$ cat src/rtl/alg_frm_done_gen.sv
// alg_frm_done_gen
//   Passive frame-completion monitor. It watches NUM_PROC valid/ready/last
//   streams and counts beats and frames on each one. For every stream it holds
//   one completed-frame event. Completions that happen in the same cycle are
//   serialised by a round-robin arbiter onto a single registered frm_done
//   interface.
//
// Ports
//   clk, rst      clock and asynchronous active-high reset
//   en            count enable; while low, no beat is recorded
//   mon_valid     per-stream valid (sampled only)
//   mon_ready     per-stream ready (sampled only)
//   mon_last      per-stream end-of-frame marker, qualified by valid&ready
//   frm_done      one-cycle frame-complete pulse
//   frm_proc      stream index of the event
//   frm_idx       0-based frame number of that stream
//   frm_beats     beats in the frame, including the last beat
//   beat_err      frm_beats differs from FRM_BEATS (only when FRM_BEATS != 0)
//   ovf           sticky: a completion was dropped while its event was pending
//   frame_total   number of frm_done pulses emitted since reset
module alg_frm_done_gen #(
  parameter int NUM_PROC  = 4,
  parameter int CNT_W     = 32,
  parameter int FRM_BEATS = 0,
  parameter int PROC_W    = (NUM_PROC > 1) ? $clog2(NUM_PROC) : 1
) (
  input  logic                clk,
  input  logic                rst,
  input  logic                en,
  input  logic [NUM_PROC-1:0] mon_valid,
  input  logic [NUM_PROC-1:0] mon_ready,
  input  logic [NUM_PROC-1:0] mon_last,
  output logic                frm_done,
  output logic [PROC_W-1:0]   frm_proc,
  output logic [CNT_W-1:0]    frm_idx,
  output logic [CNT_W-1:0]    frm_beats,
  output logic                beat_err,
  output logic                ovf,
  output logic [CNT_W-1:0]    frame_total
);

  localparam logic [CNT_W-1:0] FRM_BEATS_C = CNT_W'(FRM_BEATS);
  localparam bit               CHK_EN      = (FRM_BEATS != 0);
  localparam logic [CNT_W-1:0] ONE         = CNT_W'(1);

  logic [NUM_PROC-1:0] pend_vec;
  logic [NUM_PROC-1:0] drop_vec;
  logic [CNT_W-1:0]    pend_idx_arr   [NUM_PROC];
  logic [CNT_W-1:0]    pend_beats_arr [NUM_PROC];

  logic                gnt_vld;
  logic [PROC_W-1:0]   gnt_idx;
  logic [PROC_W-1:0]   cand;

  logic                frm_done_q;
  logic [PROC_W-1:0]   frm_proc_q;
  logic [CNT_W-1:0]    frm_idx_q;
  logic [CNT_W-1:0]    frm_beats_q;
  logic                beat_err_q;
  logic                ovf_q;
  logic [CNT_W-1:0]    frame_total_q;
  logic [PROC_W-1:0]   ptr_q;

  // Round-robin search. It starts one past the last grant and wraps around.
  // The final candidate is the last winner itself.
  always_comb begin
    gnt_vld = 1'b0;
    gnt_idx = '0;
    cand    = '0;
    for (int unsigned k = 1; k <= unsigned'(NUM_PROC); k++) begin
      int unsigned c;
      c = 32'(ptr_q) + k;
      if (c >= unsigned'(NUM_PROC)) begin
        c = c - unsigned'(NUM_PROC);
      end
      cand = PROC_W'(c);
      if (!gnt_vld && pend_vec[cand]) begin
        gnt_vld = 1'b1;
        gnt_idx = cand;
      end
    end
  end

  for (genvar g = 0; g < NUM_PROC; g++) begin : g_stream
    logic [CNT_W-1:0] beat_cnt_q, beat_cnt_d;
    logic [CNT_W-1:0] frm_cnt_q, frm_cnt_d;
    logic [CNT_W-1:0] pend_idx_q, pend_idx_d;
    logic [CNT_W-1:0] pend_beats_q, pend_beats_d;
    logic             pend_q, pend_d;
    logic             hit;
    logic             granted;
    logic             drop;

    assign hit     = en & mon_valid[g] & mon_ready[g];
    assign granted = gnt_vld && (gnt_idx == PROC_W'(g));

    // If a completion arrives in the cycle this stream's event is granted,
    // the new event replaces the old one. It is dropped only when the old
    // event is still waiting.
    always_comb begin
      beat_cnt_d   = beat_cnt_q;
      frm_cnt_d    = frm_cnt_q;
      pend_idx_d   = pend_idx_q;
      pend_beats_d = pend_beats_q;
      pend_d       = pend_q & ~granted;
      drop         = 1'b0;
      if (hit) begin
        if (mon_last[g]) begin
          frm_cnt_d  = frm_cnt_q + ONE;
          beat_cnt_d = '0;
          if (!pend_q || granted) begin
            pend_d       = 1'b1;
            pend_idx_d   = frm_cnt_q;
            pend_beats_d = beat_cnt_q + ONE;
          end else begin
            drop = 1'b1;
          end
        end else begin
          beat_cnt_d = beat_cnt_q + ONE;
        end
      end
    end

    always_ff @(posedge clk or posedge rst) begin
      if (rst) begin
        beat_cnt_q   <= '0;
        frm_cnt_q    <= '0;
        pend_idx_q   <= '0;
        pend_beats_q <= '0;
        pend_q       <= 1'b0;
      end else begin
        beat_cnt_q   <= beat_cnt_d;
        frm_cnt_q    <= frm_cnt_d;
        pend_idx_q   <= pend_idx_d;
        pend_beats_q <= pend_beats_d;
        pend_q       <= pend_d;
      end
    end

    assign pend_vec[g]       = pend_q;
    assign drop_vec[g]       = drop;
    assign pend_idx_arr[g]   = pend_idx_q;
    assign pend_beats_arr[g] = pend_beats_q;
  end

  always_ff @(posedge clk or posedge rst) begin
    if (rst) begin
      frm_done_q    <= 1'b0;
      frm_proc_q    <= '0;
      frm_idx_q     <= '0;
      frm_beats_q   <= '0;
      beat_err_q    <= 1'b0;
      ovf_q         <= 1'b0;
      frame_total_q <= '0;
      ptr_q         <= PROC_W'(NUM_PROC - 1);
    end else begin
      frm_done_q <= gnt_vld;
      beat_err_q <= gnt_vld && CHK_EN && (pend_beats_arr[gnt_idx] != FRM_BEATS_C);
      ovf_q      <= ovf_q | (|drop_vec);
      if (gnt_vld) begin
        frm_proc_q    <= gnt_idx;
        frm_idx_q     <= pend_idx_arr[gnt_idx];
        frm_beats_q   <= pend_beats_arr[gnt_idx];
        ptr_q         <= gnt_idx;
        frame_total_q <= frame_total_q + ONE;
      end
    end
  end

  assign frm_done    = frm_done_q;
  assign frm_proc    = frm_proc_q;
  assign frm_idx     = frm_idx_q;
  assign frm_beats   = frm_beats_q;
  assign beat_err    = beat_err_q;
  assign ovf         = ovf_q;
  assign frame_total = frame_total_q;

endmodule

$ cat config.mk
export PLATFORM = sky130hd
export DESIGN_NAME = alg_frm_done_gen
export DESIGN_NICKNAME = d
export VERILOG_FILES = /design/src/rtl/alg_frm_done_gen.sv
export SDC_FILE = /design/constraint.sdc
export NUM_CORES = 1
export LEC_CHECK = 0
export CORE_ASPECT_RATIO = 1.25
export CORE_MARGIN = 2
export CORE_UTILIZATION = 30
export DETAILED_ROUTE_END_ITERATION = 6
export PLACE_DENSITY = 0.47
export SYNTH_ARGS = -nofsm -noshare
export SYNTH_HDL_FRONTEND = slang
export SYNTH_SLANG_ARGS = --single-unit
$ cat constraint.sdc
create_clock -name clk -period 20.8 [get_ports clk]
set_input_delay 4.16 -clock clk [delete_from_list [all_inputs] [get_ports clk]]
set_output_delay 4.16 -clock clk [all_outputs]
set_load 0.005 [all_outputs]
==> metrics, run 1 <==
initial antenna violation count=1; die height=350.1 um; f_max=130.4 MHz; synth top area cells=dfrtp_1, xnor2_1, mux2_2; Leak Pwr=14.24 nW; # hold bufs at CTS=0; crit path capture type=register; outcome=finished, final reports clean; CTS tree=yes; Vias=20,580; most common cell after layout, fill and taps aside=dfrtp_1; post-synthesis cell count=2,742; Die Wd=280.9 um; GRT overflow=0; worst hold path class=reg2reg; Final TNS setup=0 ns; max cap viols=0; maximum vdd drop=0.0001089 V; kind of critical path=in2reg; Cell Rows=126; clk_lat worst skew=0.63 ns; asr flop ratio synth=1.000; fill count=9,480; CP max FO=72; first-pass GRT wire length=124,900 um; critical path required time=21.30 ns; Nets=2,826; per-cell routed wire length=19.17 um; Seq/Total Area, Yosys=0.5381; period utilization=0.3688; slew margin rel.=0.1143; Syn Area/Cell=10.48 um^2; drt drc=0; Slew @ Worst Pin=1.329 ns; Routability Congestion=0.8256; H-Tree Depth=3; Period minus WS final=7.671 ns; RSZ-0062 raised after global routing=no; Starting Density=0.3034; Initial DRC Count=1,215; CTS sink cnt=618; IO buf count=114; detailed placement HPWL=54,790 um; post-synth net total=2,766; Routed Antenna Nets=0; Inst Count DP=4,007; number of global-route vias before repair=21,010; clk slew on worst S/H paths=0.06 ns; Total GRT Usage=0.1628; Boundary Pins=116; final hold slack=0.4632 ns; core area=94,750 um^2; clk buf depth=3; DIE AREA=98,320 um^2; synthesized area=28,740 um^2; pin count of the biggest net entering global routing=169; crit path DAT=8.17 ns; post-CTS setup buffer count=0; Resized cells post-CTS=0; top_reg_cell synth=dfrtp_1; Inserted Clock Buffers=73; root buffer cell=clkbuf_16; router iterations before antenna repair=5; post-route insts no fill=4,136; Total Routed Length=79,280 um; Fin. Hold Viols=0; commonest cells after routing, fill and taps aside=dfrtp_1, nand2_1, nor2_1; Layout area overhead=16.65%; #FFs+latches synth=618; Slew Viols, Final=0; Post-synth EDFFs=0; final setup violation count=0; area share of the largest cell type after synthesis=0.5363; clk_skew=0.03038 ns; Yosys cell types=65; pwr/cell area=116.8 nW/um^2; share of layout cells above drive strength 1=0.1096; largest area contributor in the netlist=dfrtp_1; Ys Warns=0; number of vias per cell=4.976; startpoint type of the worst setup path=input pin
## cells by family (layout without fill, tap and decap cells)
logic type	Yosys count	count (layout)	share of synthesized area
other	1	2	0.0001305
multiplexers	201	201	0.07583
XOR/XNOR	274	274	0.08349
AND/OR/NAND/NOR	905	905	0.1501
buffers and inverters	184	297	0.02721
AO/OA/AOI/OAI	550	550	0.1212
flip-flops	618	618	0.5381
adder cells (fa/ha/maj)	9	9	0.003918
## Yosys cell counts (3+ instances only)
| cell type | n |
|---|---|
| dfrtp_1 | 616 |
| nand2_1 | 357 |
| nor2_1 | 210 |
| xnor2_1 | 178 |
| o21ai_0 | 176 |
| mux2_2 | 134 |
| a21oi_1 | 124 |
| xor2_1 | 96 |
| nand3_1 | 93 |
| clkbuf_1 | 84 |
| mux2i_1 | 67 |
| o21a_1 | 66 |
| a32oi_1 | 65 |
| nand4_1 | 61 |
| o31ai_1 | 56 |
| and3_1 | 53 |
| buf_2 | 49 |
| and4_1 | 28 |
| a22o_1 | 26 |
| inv_1 | 26 |
| nor3_1 | 24 |
| a31oi_1 | 17 |
| and2_1 | 17 |
| buf_1 | 17 |
| nand2b_1 | 10 |
| nor2b_1 | 10 |
| ha_1 | 9 |
| or3_1 | 7 |
| nor4_1 | 5 |
| a21o_1 | 4 |
| buf_4 | 4 |
| nor3_2 | 4 |
| nor4_4 | 3 |
| o311ai_0 | 3 |
| or2_2 | 3 |
| or3_4 | 3 |
## layer usage
metal / wire [um] / vias up / GRT usage
li1: - / 9766 / -
met5: 0 / - / 0
met4: 2630 / 0 / 0.06264
met2: 39240 / 383 / 0.2792
met3: 2620 / 122 / 0.02131
met1: 34780 / 10310 / 0.2083
## power breakdown
| part | internal, mW | switching, mW | total, mW |
|---|---|---|---|
| Sequential | 1.40 | 0.153 | 1.55 |
| Combinational | 0.437 | 0.627 | 1.06 |
| Clock | 0.773 | 0.526 | 1.30 |
| Total | 2.61 | 1.31 | 3.92 |
## state kept, by name (all words and copies together), names as in the netlist, 4 cells and up
name,flops
frame_total,32
g_stream.pend_beats_q,128
g_stream.pend_idx_q,128
frm_idx,32
g_stream.pend_q,4
g_stream.frm_cnt_q,128
frm_beats,32
g_stream.beat_cnt_q,128
## metrics by stage
| step | area [um^2] | util | power [mW] | worst slack [ns] |
|---|---|---|---|---|
| 2_1_floorplan | 28750 | - | 2.173 | 8.207 |
| 3_3_place_gp | 31100 | 0.3283 | 2.639 | 12.46 |
| 6_report | 33530 | 0.3539 | 3.916 | 13.13 |
| 5_1_grt | 33530 | 0.3539 | 4.134 | 12.94 |
| 3_5_place_dp | 31100 | 0.3283 | 2.652 | 12.42 |
| 4_1_cts | 33530 | 0.3539 | 3.980 | 13.09 |
## path summary, 6_finish.rpt
check                              startpoint                          end  slack [ns]  depth (start not counted)
setup / recovery                           en  g_stream[2].pend_beats_q[1]       13.13                          6
hold / removal                frame_total[31]              frame_total[31]        0.46                          1
setup reg to reg           g_stream[1].pend_q  g_stream[3].pend_beats_q[1]       17.11                          7
hold reg to reg               frame_total[31]              frame_total[31]        0.46                          1
max in group asynchronous                 rst    g_stream[1].beat_cnt_q[9]       13.87                          5
min in group asynchronous                 rst                  frm_idx[10]        3.99                          2
## worst max-delay path, cell delays in order
cell	delay, ns
clkdlybuf4s50_1	0.92
and3_1	0.66
nand2_1	0.34
a21oi_4	0.85
buf_4	0.74
mux2_2	0.41
## cell type report
class | instances | area [um^2] | area share
diodes | 1 | 2.502 | 0.00007463
clock buffers | 107 | 2166 | 0.06459
clock inverters | 21 | 260.3 | 0.007761
inverters | 27 | 107.6 | 0.003209
multi-input cells | 1940 | 12550 | 0.3743
flip-flops and latches | 618 | 15470 | 0.4613
well taps | 1280 | 1602 | 0.04776
repair buffers | 142 | 1376 | 0.04105
No activity file was read; power rests on OpenSTA's default activity.
==> inputs of run 2 (changes only) <==
- clock period: 20.8 -> 7 ns (I/O delays scaled with it)
==> run 2 against run 1 <==
Net effect: total power grew to 2.9 times the previous value; largest power group unchanged; die area is the same; clock skew shrank 0.0040 ns; register-to-register slack lost 14 ns; clock power grew to 2.9 times the previous value.
==> metrics, run 2 (synthesis results as in run 1) <==
IO buf count=114 (unchanged); clk buf depth=3 (unchanged); RR Endpoint=g_stream[3].pend_idx_q[31]; GRT overflow=0 (unchanged); die height=350.1 um (unchanged); clk_skew=0.02637 ns (-0.004013 ns); cell-internal power=7.626 mW (+190%); number of vias per cell=5.049 (+1.5%); final setup violation count=0 (unchanged); detailed placement HPWL=55,650 um (+1.6%); CP max stage cell=clkdlybuf4s50_1; Starting Density=0.3034 (unchanged); design area=33,450 um^2 (-0.23%); Die Wd=280.9 um (unchanged); Period minus WS final=4.383 ns; FF-to-FF setup slack=3.37 ns (-13.74 ns); reg2reg path depth=7 (unchanged); first-pass GRT wire length=126,600 um (+1.4%); Initial DRC Count=1,532 (+26%); worst hold path class=reg2reg; CP max FO=29 (-60%); Worst Setup EP=g_stream[0].frm_cnt_q[24]; Routed Antenna Nets=0 (unchanged); crit path capture type=register; pwr/cell area=344.1 nW/um^2 (+190%); R2R Path Start=g_stream[1].pend_q; CP Launch Point=mon_last[0]; per-cell routed wire length=19.39 um (+1.1%); most common cell after layout, fill and taps aside=dfrtp_1; pin count of the biggest net entering global routing=171 (+1.2%); max cap viols=0 (unchanged); Sequential Power Share=0.404 (+0.007); Total GRT Usage=0.1653 (+0.002535); commonest cells after routing, fill and taps aside=dfrtp_1, nand2_1, nor2_1; CTS sink cnt=618 (unchanged); clk slew on worst S/H paths=0.05 ns (about the same); H-Tree Depth=3 (unchanged); clk_lat worst skew=0.63 ns (about the same); Inserted Clock Buffers=71 (-2.7%); share of layout cells above drive strength 1=0.1079 (-0.001751); Nets=2,825 (-0.035%); period utilization=0.6262; dpl cell area=31,150 um^2 (+0.15%); Worst Hold Depth=1 (unchanged); core area=94,750 um^2 (unchanged); slew margin rel.=0.2551 (+0.1408); post-CTS setup buffer count=0 (unchanged); # hold bufs at CTS=0 (unchanged); drt drc=0 (unchanged); Fin. Hold Viols=0 (unchanged); number of global-route vias before repair=20,940 (-0.29%); Slew @ Worst Pin=1.117 ns (-0.2112 ns); clock power share=0.322 (-0.010); Psw=3.887 mW (+200%); CTS tree=yes; worst path cell trace=clkdlybuf4s50_1 > nand4_1 > nor4_2 > nor2b_1 > and2_1 > and3_1 > xor2_1; Resized cells post-CTS=0 (unchanged); Slew Viols, Final=0 (unchanged); kind of critical path=in2reg; outcome=finished, final reports clean; Layout area overhead=16.39%; crit path DAT=4.92 ns (-3.25 ns); RSZ-0062 raised after global routing=no; initial antenna violation count=0 (-1); Leak Pwr=14.18 nW (-0.38%); logic gate share of total power=0.273 (about the same); Routability Congestion=0.7984 (-3.3%); root buffer cell=clkbuf_16; Worst path max stage delay=1.19 ns (+0.27 ns); Total Routed Length=80,180 um (+1.1%); maximum vdd drop=0.0003242 V (+200%); final hold slack=0.4723 ns (+0.009086 ns); Switching Fraction=0.3376 (+0.003966); f_max=228.1 MHz; Vias=20,880 (+1.5%); router iterations before antenna repair=7 (+2); Boundary Pins=116 (unchanged); startpoint type of the worst setup path=input pin; Cell Rows=126 (unchanged); DIE AREA=98,320 um^2 (unchanged); critical path required time=7.54 ns (-13.76 ns)
==> run 2: worst min path at each step <==
stage / startpoint / endpoint / slack (ns)
floorplan: g_stream[1].frm_cnt_q[31] / g_stream[1].frm_cnt_q[31] / 0.44
global placement: frame_total[31] / frame_total[31] / 0.46
detailed placement: frame_total[31] / frame_total[31] / 0.47
CTS: frame_total[31] / frame_total[31] / 0.48
global route: frame_total[31] / frame_total[31] / 0.49
finish: g_stream[1].frm_cnt_q[31] / g_stream[1].frm_cnt_q[31] / 0.47
==> run 2: power by group through the flow <==
stage	Combinational (mW)	Clock, mW	Sequential [mW]
global placement	3.14	0	4.71
finish	3.14	3.71	4.66
floorplan	1.93	0	4.53
CTS	3.19	3.84	4.66
global route	3.45	3.98	4.73
detailed placement	3.18	0	4.72
==> run 2: stage by stage <==
| stage | TNS [ns] | worst slack, ns | util | power, mW | cells |
|---|---|---|---|---|---|
| 2_1_floorplan | -1746.27 | -2.833 | - | 6.456 | 2742 |
| 3_5_place_dp | 0 | 1.868 | 0.3287 | 7.897 | 4008 |
| 4_1_cts | 0 | 2.552 | 0.3530 | 11.69 | 4135 |
| 6_report | 0 | 2.617 | 0.3531 | 11.51 | 4136 |
| 3_3_place_gp | 0 | 2.039 | 0.3287 | 7.855 | 4008 |
| 5_1_grt | 0 | 2.309 | 0.3531 | 12.16 | 4135 |
==> run 2: layout make-up <==
cell class | instances | area, um^2
multi-input cells | 1940 | 12550
clock buffers | 105 | 2056
clock inverters | 22 | 246.5
well taps | 1280 | 1602
fillers | 9437 | 61290
inverters | 27 | 107.6
repair buffers | 143 | 1421
diodes | 1 | 2.502
flip-flops and latches | 618 | 15470
==> run 2: metal layers <==
layer	up-vias	global-route usage	wire length, um
met5	-	0	0
met4	0	0.04867	2007
met3	108	0.02284	2952
met2	415	0.2897	40490
met1	10590	0.2114	34730
li1	9775	-	-
==> run 2: worst max-delay path: cells and delay by family <==
| family | cells | cell delay (ns) |
|---|---|---|
| simple gates | 5 | 2.16 |
| xor+xnor | 1 | 0.16 |
| buf+inv | 1 | 1.19 |
